--- src/rtl/shim_ads816x_adc_timing_calc.sv ---
// Purpose : minimum ADS816x n_cs high time (SPI cycles) from the SPI clock frequency, via ceiling divides.
// Latency : 132 cycles from the calc sampling edge to done with SHIM_ADC_TIMING_CYCLE_CHECK_EN defined, 67 without.
// Backpres: level handshake; calc held keeps done/result valid, frequency change while held raises lock_viol.
module shim_ads816x_adc_timing_calc #(
    parameter int unsigned T_CONV_NS       = 660,
    parameter int unsigned T_CYCLE_NS      = 1000,
    parameter int unsigned SPI_CMD_BITS    = 16,
    parameter int unsigned MIN_HIGH_CYCLES = 4
) (
    input  logic        clk,
    input  logic        resetn,
    input  logic [31:0] spi_clk_freq_hz,
    input  logic        calc,
    output logic [7:0]  n_cs_high_time,
    output logic        done,
    output logic        lock_viol
);

    // The cycle-time gap term is optional; without it only conversion time and the floor apply.
`ifdef SHIM_ADC_TIMING_CYCLE_CHECK_EN
    localparam bit CYCLE_CHECK = 1'b1;
`else
    localparam bit CYCLE_CHECK = 1'b0;
`endif

    typedef enum logic [2:0] {
        ST_IDLE,
        ST_DIV_CONV,
        ST_DIV_CYCLE,
        ST_RESULT,
        ST_DONE,
        ST_ERROR
    } state_t;

    localparam logic [31:0] CONV_NS   = 32'(T_CONV_NS);
    localparam logic [31:0] CYCLE_NS  = 32'(T_CYCLE_NS);
    localparam logic [63:0] ROUND_UP  = 64'd999_999_999;
    localparam logic [31:0] NS_PER_S  = 32'd1_000_000_000;
    localparam logic [31:0] CMD_BITS  = 32'(SPI_CMD_BITS);
    localparam logic [31:0] MIN_CYC   = 32'(MIN_HIGH_CYCLES);
    localparam logic [6:0]  DIV_ITERS = 7'd64;

    state_t      state;
    logic [31:0] f_lat;        // frequency latched when calc was sampled
    logic [63:0] dvd;          // dividend, shifted left one bit per iteration
    logic [30:0] rem;          // remainder; always < 1e9 so 31 bits hold it exactly
    logic [31:0] quo;          // low quotient bits; the upper 32 are provably zero
    logic [6:0]  cnt;          // iteration count within the current division
    logic [31:0] c_conv;
    logic [31:0] c_gap;
    logic [31:0] final_cyc;

    logic [31:0] mul_ns;
    logic [31:0] mul_f;
    logic [63:0] dvd_load;
    logic [31:0] r_shift;
    logic        r_ge;
    logic [30:0] rem_next;
    logic [31:0] quo_next;
    logic [31:0] gap_calc;
    logic [31:0] final_calc;
    logic [7:0]  result_sat;
    logic        freq_moved;

    // Dividend for the next ceiling divide: conversion term from the live input while idle,
    // cycle term from the latched frequency once the first divide is finished.
    always_comb begin
        mul_ns = CYCLE_NS;
        mul_f  = f_lat;
        if (state == ST_IDLE) begin
            mul_ns = CONV_NS;
            mul_f  = spi_clk_freq_hz;
        end
        dvd_load = ({32'd0, mul_ns} * {32'd0, mul_f}) + ROUND_UP;
    end

    // One restoring shift-subtract step; the compare uses the shifted remainder.
    always_comb begin
        r_shift  = {rem, dvd[63]};
        r_ge     = (r_shift >= NS_PER_S);
        rem_next = r_ge ? 31'(r_shift - NS_PER_S) : r_shift[30:0];
        quo_next = {quo[30:0], r_ge};
    end

    // Gap term, max-of-three and 8-bit saturation.
    always_comb begin
        gap_calc   = (quo > CMD_BITS) ? (quo - CMD_BITS) : 32'd0;
        final_calc = c_conv;
        if (c_gap > final_calc) begin
            final_calc = c_gap;
        end
        if (MIN_CYC > final_calc) begin
            final_calc = MIN_CYC;
        end
        result_sat = (final_cyc > 32'd255) ? 8'd255 : final_cyc[7:0];
        freq_moved = (spi_clk_freq_hz != f_lat);
    end

    // Control FSM with registered outputs; frequency-lock abort beats calc release.
    always_ff @(posedge clk or negedge resetn) begin
        if (!resetn) begin
            state          <= ST_IDLE;
            f_lat          <= '0;
            dvd            <= '0;
            rem            <= '0;
            quo            <= '0;
            cnt            <= '0;
            c_conv         <= '0;
            c_gap          <= '0;
            final_cyc      <= '0;
            n_cs_high_time <= '0;
            done           <= 1'b0;
            lock_viol      <= 1'b0;
        end else begin
            case (state)
                ST_IDLE: begin
                    done      <= 1'b0;
                    lock_viol <= 1'b0;
                    if (calc) begin
                        f_lat <= spi_clk_freq_hz;
                        dvd   <= dvd_load;
                        rem   <= '0;
                        quo   <= '0;
                        cnt   <= '0;
                        c_gap <= '0;
                        state <= ST_DIV_CONV;
                    end
                end

                ST_ERROR: begin
                    done <= 1'b0;
                    if (!calc) begin
                        lock_viol <= 1'b0;
                        state     <= ST_IDLE;
                    end
                end

                default: begin
                    if (freq_moved) begin
                        lock_viol <= 1'b1;
                        done      <= 1'b0;
                        state     <= ST_ERROR;
                    end else if (!calc) begin
                        done  <= 1'b0;
                        state <= ST_IDLE;
                    end else begin
                        case (state)
                            ST_DIV_CONV: begin
                                if (cnt != DIV_ITERS) begin
                                    dvd <= {dvd[62:0], 1'b0};
                                    rem <= rem_next;
                                    quo <= quo_next;
                                    cnt <= cnt + 7'd1;
                                end else begin
                                    c_conv <= quo;
                                    dvd    <= dvd_load;
                                    rem    <= '0;
                                    quo    <= '0;
                                    cnt    <= '0;
                                    state  <= CYCLE_CHECK ? ST_DIV_CYCLE : ST_RESULT;
                                end
                            end
                            ST_DIV_CYCLE: begin
                                if (cnt != DIV_ITERS) begin
                                    dvd <= {dvd[62:0], 1'b0};
                                    rem <= rem_next;
                                    quo <= quo_next;
                                    cnt <= cnt + 7'd1;
                                end else begin
                                    c_gap <= gap_calc;
                                    state <= ST_RESULT;
                                end
                            end
                            ST_RESULT: begin
                                final_cyc <= final_calc;
                                state     <= ST_DONE;
                            end
                            ST_DONE: begin
                                done           <= 1'b1;
                                n_cs_high_time <= result_sat;
                            end
                            default: begin
                                state <= ST_IDLE;
                            end
                        endcase
                    end
                end
            endcase
        end
    end

    // A valid result and a lock violation are mutually exclusive.
    done_lock_excl: assert property (@(posedge clk) disable iff (!resetn) !(done && lock_viol));

endmodule
--- config.mk ---
export PLATFORM = sky130hd
export DESIGN_NAME = shim_ads816x_adc_timing_calc
export DESIGN_NICKNAME = d
export VERILOG_FILES = /design/src/rtl/shim_ads816x_adc_timing_calc.sv
export SDC_FILE = /design/constraint.sdc
export NUM_CORES = 1
export LEC_CHECK = 0
export BUFFER_PORTS_ARGS = -buffer_cell sky130_fd_sc_hd__buf_4
export CORE_MARGIN = 1.5
export CORE_UTILIZATION = 60
export DETAILED_ROUTE_END_ITERATION = 10
export GPL_TIMING_DRIVEN = 0
export PLACE_DENSITY = 0.76
export SETUP_SLACK_MARGIN = 0.4
export SLEW_MARGIN = 20
export SYNTH_ARGS = -nofsm -noshare
export SYNTH_HDL_FRONTEND = slang
export SYNTH_SLANG_ARGS = --single-unit
--- constraint.sdc ---
create_clock -name clk -period 14.6 [get_ports clk]
set_input_delay 0.73 -clock clk [delete_from_list [all_inputs] [get_ports clk]]
set_output_delay 0.73 -clock clk [all_outputs]
set_load 0.02 [all_outputs]
==> Word-level counts from Yosys, hierarchy flattened <==
Index checks and enable logic that the tools add are counted.
{ "totals": {"latchBits": 0, "reg_bits": 275, "romBits": 0, "mem_bits_rw": 0, "output_inout_bits": 10, "mem_count": 0, "in_bits": 35, "word_cells": 110} }
{ "classes": {"mul": 1, "n_eq_ne": 15, "muxes": 54, "bitwise_logic": 4, "div": 0, "order_cmp": 5, "addsub": 4, "n_reduce_logical": 15, "n_shift": 0} }
{ "ops": {"columns": ["operator", "count"], "rows": [
  ["$mux 32", 13],
  ["$mux 64", 5],
  ["$pmux 64 s2", 2],
  ["$pmux 32 s2", 3],
  ["$mux 31", 6],
  ["$pmux 31 s2", 2],
  ["$add 64x30->64 const B", 1],
  ["$mul 32x32->64", 1],
  ["$mux 7", 5],
  ["$ge 32x30->1 const B", 1],
  ["$gt 3x32->1 const A", 1],
  ["$gt 32x32->1", 1],
  ["$gt 32x5->1 const B", 1],
  ["$gt 32x8->1 const B", 1],
  ["$ne 32x32->1", 1],
  ["$sub 32x5->32 const B", 1],
  ["$sub 31x30->31 const B", 1],
  ["$pmux 7 s2", 2],
  ["$mux 3", 5],
  ["$reduce_and 4->1", 3],
  ["$reduce_and 6->1", 2],
  ["$mux 9", 1],
  ["$pmux 3 s3", 1],
  ["$mux 8", 1],
  ["21 further kinds", 37]
]} }

==> Logic depth before layout (Yosys ltp) <==
{ "depth": {"depth_word": 9, "mapped_depth": 25, "mapped_depth_nobuf": 23} }

==> Worst setup path after synthesis <==
No wires, ideal clock.
{ "synth_timing": {"kind": "flip-flop to flip-flop", "startpoint": "reg state[1]", "endpoint": "reg dvd[41]", "setup_time_ns": 0.071, "required_ns": 14.529, "n_path_buf": 3, "arrival_ns": 6.024, "stages_incl_launch_ff": 21, "slack_ns": 8.506, "synth_period_minus_slack_ns": 6.094, "cell_sequence": "dfrtp_1 -> clkbuf_1 -> inv_1 -> nand2_1 -> clkbuf_1 -> buf_1 -> nand2_1 -> nand2_1 -> fa_1 -> fa_1 -> fa_1 -> fa_1 -> ha_1 -> ha_1 -> nand4_1 -> or4_1 -> nor4_2 -> a221o_2 -> o211ai_2 -> or4_1 -> nand4_1"} }
{ "synth_via": {"elab_chain_cells": 9, "elab_cells_between_ends": 20, "classes_between": "add/sub (1); mul (1); eq/ne (6); mux (8); bitwise (1); reduce/logical (3)"} }
{ "synth_rtl": {"columns": ["item", "line_no", "source"], "rows": [
  ["start: declaration", "43", "state_t state;"],
  ["start signal: assignment", "160", "state <= CYCLE_CHECK ? ST_DIV_CYCLE : ST_RESULT;"],
  ["$logic_not 3->1", "70, 115", null],
  ["$mux 32 or $mux 9 (tied branches)", "70", "if (state == ST_IDLE) begin"],
  ["$mul 32x32->64", "74", "dvd_load = ({32'd0, mul_ns} * {32'd0, mul_f}) + ROUND_UP;"],
  ["$add 64x30->64", "74", null],
  ["$mux 64", "149", "if (cnt != DIV_ITERS) begin"],
  ["$pmux 64 s2", "147", "case (state)"],
  ["$mux 64", "143", "end else if (!calc) begin"],
  ["$mux 64", "139", "if (freq_moved) begin"],
  ["$pmux 64 s2", "115", "case (state)"],
  ["end signal: assignment", "121", "dvd <= dvd_load;"],
  ["end signal: assignment", "150", "dvd <= {dvd[62:0], 1'b0};"],
  ["end signal: assignment", "156", "dvd <= dvd_load;"],
  ["end: declaration", "45", "logic [63:0] dvd;"]
]} }
Parallel ways exist; a longest one is shown, timed or not. The select of a mux whose other input is x is not followed.
A chain may end at the register's enable or synchronous reset.

==> Final worst setup path <==
{ "layout_timing": {"startpoint": "reg state[1]", "endpoint": "reg dvd[29]"} }
The elaborated chain is that of the path after synthesis.

==> impl_results.md <==
- Min-delay worst type: in2reg
- # hold bufs at CTS: 1
- Gr ovfl total: 0
- Number of flops mapped to enable cells by yosys: 0
- Antenna violations before repair: 1
- DRT Pass-1 Iters: 7
- GR peak layer: met2
- Vias: 17,002
- Clock Pin Slew Worst Setup and Hold Paths: 0.07 ns
- CTS tree: built
- Ys async rst share: 100%
- Met2 Use GR: 51.1%
- Crit path capture type: flip-flop
- Max cap viols: 0
- Register area share after synthesis: 32.2%
- Port-buffer cells: 44
- Clk sinks: 275
- Avg Vias per Cell: 5.93
- Crit path DAT: 8.73 ns
- Fill cells: 2,748
- Fin. Hold Viols: 0
- Io pins: 45
- Post-DP HPWL: 42,000 um
- GRT Resource Usage Total: 30.5%
- GR Util met1: 40.9%
- Mapped cell area: 21,400 um^2
- DRC: 0
- Crit-path max cell delay: 0.69 ns
- Yosys warns: 0
- # resized after CTS: 0
- Tcrit/Tclk final: 56.6%
- Initial drt markers: 1,091
- Pins Over Slew Limit: 0
- Share of layout cells above drive strength 1: 8.09%
- Mapped Cells: 2,296
- Worst Path Buf+Inv: 8
- CTS Buf Count: 31
- Slew headroom: 25.4%
- Worst-skew pair later-pin latency: 0.60 ns
- RSZ-0062 raised after global routing: no
- Required time of the critical path: 15.07 ns
- N_diodes: 0
- DIE HEIGHT: 192 um
- First-pass GRT wire length: 88,800 um
- CTS Buffer Depth: 3
- Worst Max-Slew Pin Slew: 1.11 ns
- Max H-tree Level: 1
- Synth unique cells: 76
- Final setup viols: 0
- Root Driver: clkbuf_16
- Largest net degree at the start of global routing: 96
- FMAX: 121 MHz
- Post-CTS Setup Bufs: 0
- Crit path max-delay family: buffers and inverters
- Crit path kind: reg2reg
- Final wirelength: 53,800 um
- Die width: 192 um
- Final nets: 2,761
- Core area: 34,800 um^2
- Grt met3 use: 3.45%
- Setup Skew: 0.0233 ns
- # rows: 68
- Initial core utilization: 61.5%
- Syn_area_per_cell: 9.31 um^2
- Layout area overhead: 9.51%
- Vias in the first global route: 17,259
- Outcome: finished, final reports clean
- Setup crit start kind: flip-flop
- Cell mode on critical path: inv_1
- Post-synthesis register bit count: 275
- CP max-delay cell: buf_1
- Die ar.: 36,800 um^2
- Routed length per instance: 18.8 um
- ANT nets after route: 0
- Gpl congestion: 0.946
- Post-Route Setup TNS: 0 ns
- Primary FF master, synth: dfrtp_1
- Fin crit period: 8.27 ns
- Critical path peak fanout: 10
==> metrics by stage <==
step                      instance area, um^2  instances  utilization [%]  setup slack (ns)  hold slack (ns)
after floorplan                         21400       2308                -              8.51            0.433
after global routing                    23400       2866             67.3              6.04            0.387
final                                   23400       2866             67.3              6.33            0.396
after detailed placement                22400       2810             64.4              6.48            0.455
after global placement                  22300       2807             64.2              6.57            0.449
after CTS                               23400       2866             67.3              6.47            0.377
==> cells in the final DEF (no fill, tap or decap), types with 32 or more instances in the layout <==
cell type / n
a21oi_1: 114
and3_1: 33
buf_2: 34
buf_4: 44
clkbuf_1: 82
dfrtp_1: 275
fa_1: 166
ha_1: 171
inv_1: 238
mux2_2: 34
mux2i_1: 34
nand2_1: 348
nand3_1: 105
nor2_1: 117
nor4_1: 40
o21ai_0: 109
o2bb2ai_1: 32
xnor2_1: 42
xor2_1: 68
==> worst reg2reg max path, delay by kind of cell, from the launching register on <==
kind	cells	cell delay (ns)
mux	1	0.24
buf+inv	8	2.44
flops	1	0.32
fa+ha+maj	6	2.27
compound gates	5	1.59
simple gates	5	1.32
==> per-layer routing <==
layer  part of all wire, %  up-vias
met3                   5.0      127
met2                    48      500
li1                      -     7903
met1                    43     8472
met5                     0        -
met4                   4.1        0
==> sequential cells by signal, summed over array words and instances, names as in the netlist <==
register	cells
c_conv	32
c_gap	32
cnt	7
done	1
dvd	64
f_lat	32
final_cyc	32
lock_viol	1
n_cs_high_time	8
quo	32
rem	31
state	3
==> final timing paths <==
path	startpoint	endpoint	slack (ns)	depth (start not counted)
worst max-delay path	state[1]$_DFFE_PN0P_	dvd[29]$_DFFE_PN0P_	6.33	25
worst min-delay path	spi_clk_freq_hz[3]	f_lat[3]$_DFFE_PN0P_	0.40	2
worst max register to register	state[1]$_DFFE_PN0P_	dvd[29]$_DFFE_PN0P_	6.33	25
worst min register to register	dvd[53]$_DFFE_PN0P_	dvd[53]$_DFFE_PN0P_	0.47	2
max in group asynchronous	resetn	f_lat[12]$_DFFE_PN0P_	12.92	4
min in group asynchronous	resetn	n_cs_high_time[0]$_DFFE_PN0P_	0.59	2
==> layout make-up <==
class	count	area (um^2)	area share, %
Inverter	239	897	3.83
Tap cell	455	569	2.43
Clock inverter	14	126	0.540
Clock buffer	41	863	3.69
Timing Repair Buffer	48	430	1.84
Buffer	121	502	2.14
Multi-Input combinational cell	1673	13100	56.1
Sequential cell	275	6880	29.4
==> Yosys cell counts, drive strengths merged (7+ instances only) <==
| cell type | instances | area share (%) |
|---|---|---|
| a21o | 25 | 0.88 |
| nor2 | 119 | 2.1 |
| buf | 43 | 0.97 |
| and3 | 33 | 0.97 |
| nand3 | 105 | 2.5 |
| mux2i | 34 | 1.6 |
| o31ai | 9 | 0.38 |
| xor2 | 68 | 2.8 |
| fa | 166 | 16 |
| o21ai | 117 | 2.8 |
| a221o | 7 | 0.33 |
| o2bb2ai | 32 | 1.3 |
| a21oi | 114 | 2.7 |
| o211ai | 22 | 0.80 |
| a211oi | 10 | 0.37 |
| and2 | 10 | 0.29 |
| inv | 238 | 4.2 |
| nor4 | 42 | 1.3 |
| ha | 171 | 10 |
| or2 | 12 | 0.35 |
| mux2 | 34 | 1.8 |
| nor3 | 26 | 0.61 |
| dfrtp | 275 | 32 |
| xnor2 | 42 | 1.7 |
| clkbuf | 78 | 1.4 |
| nand2 | 348 | 6.1 |
| nand4 | 24 | 0.70 |
==> logic make-up (layout without fill, tap and decap cells) <==
logic type	after synthesis	after routing	synth area share (%)
AOI/OAI and AO/OA	392	392	11.6
xor gates and xnor gates	110	110	4.51
adders and majority gates	337	337	25.5
buffers and inverters	360	463	6.54
DFF	275	275	32.2
muxes	68	68	3.38
other	2	14	0.0351
and+or+nand+nor	752	752	16.2
Power is not shown: default switching activity piles up to over one toggle a cycle in this logic, so the estimate is an artifact.
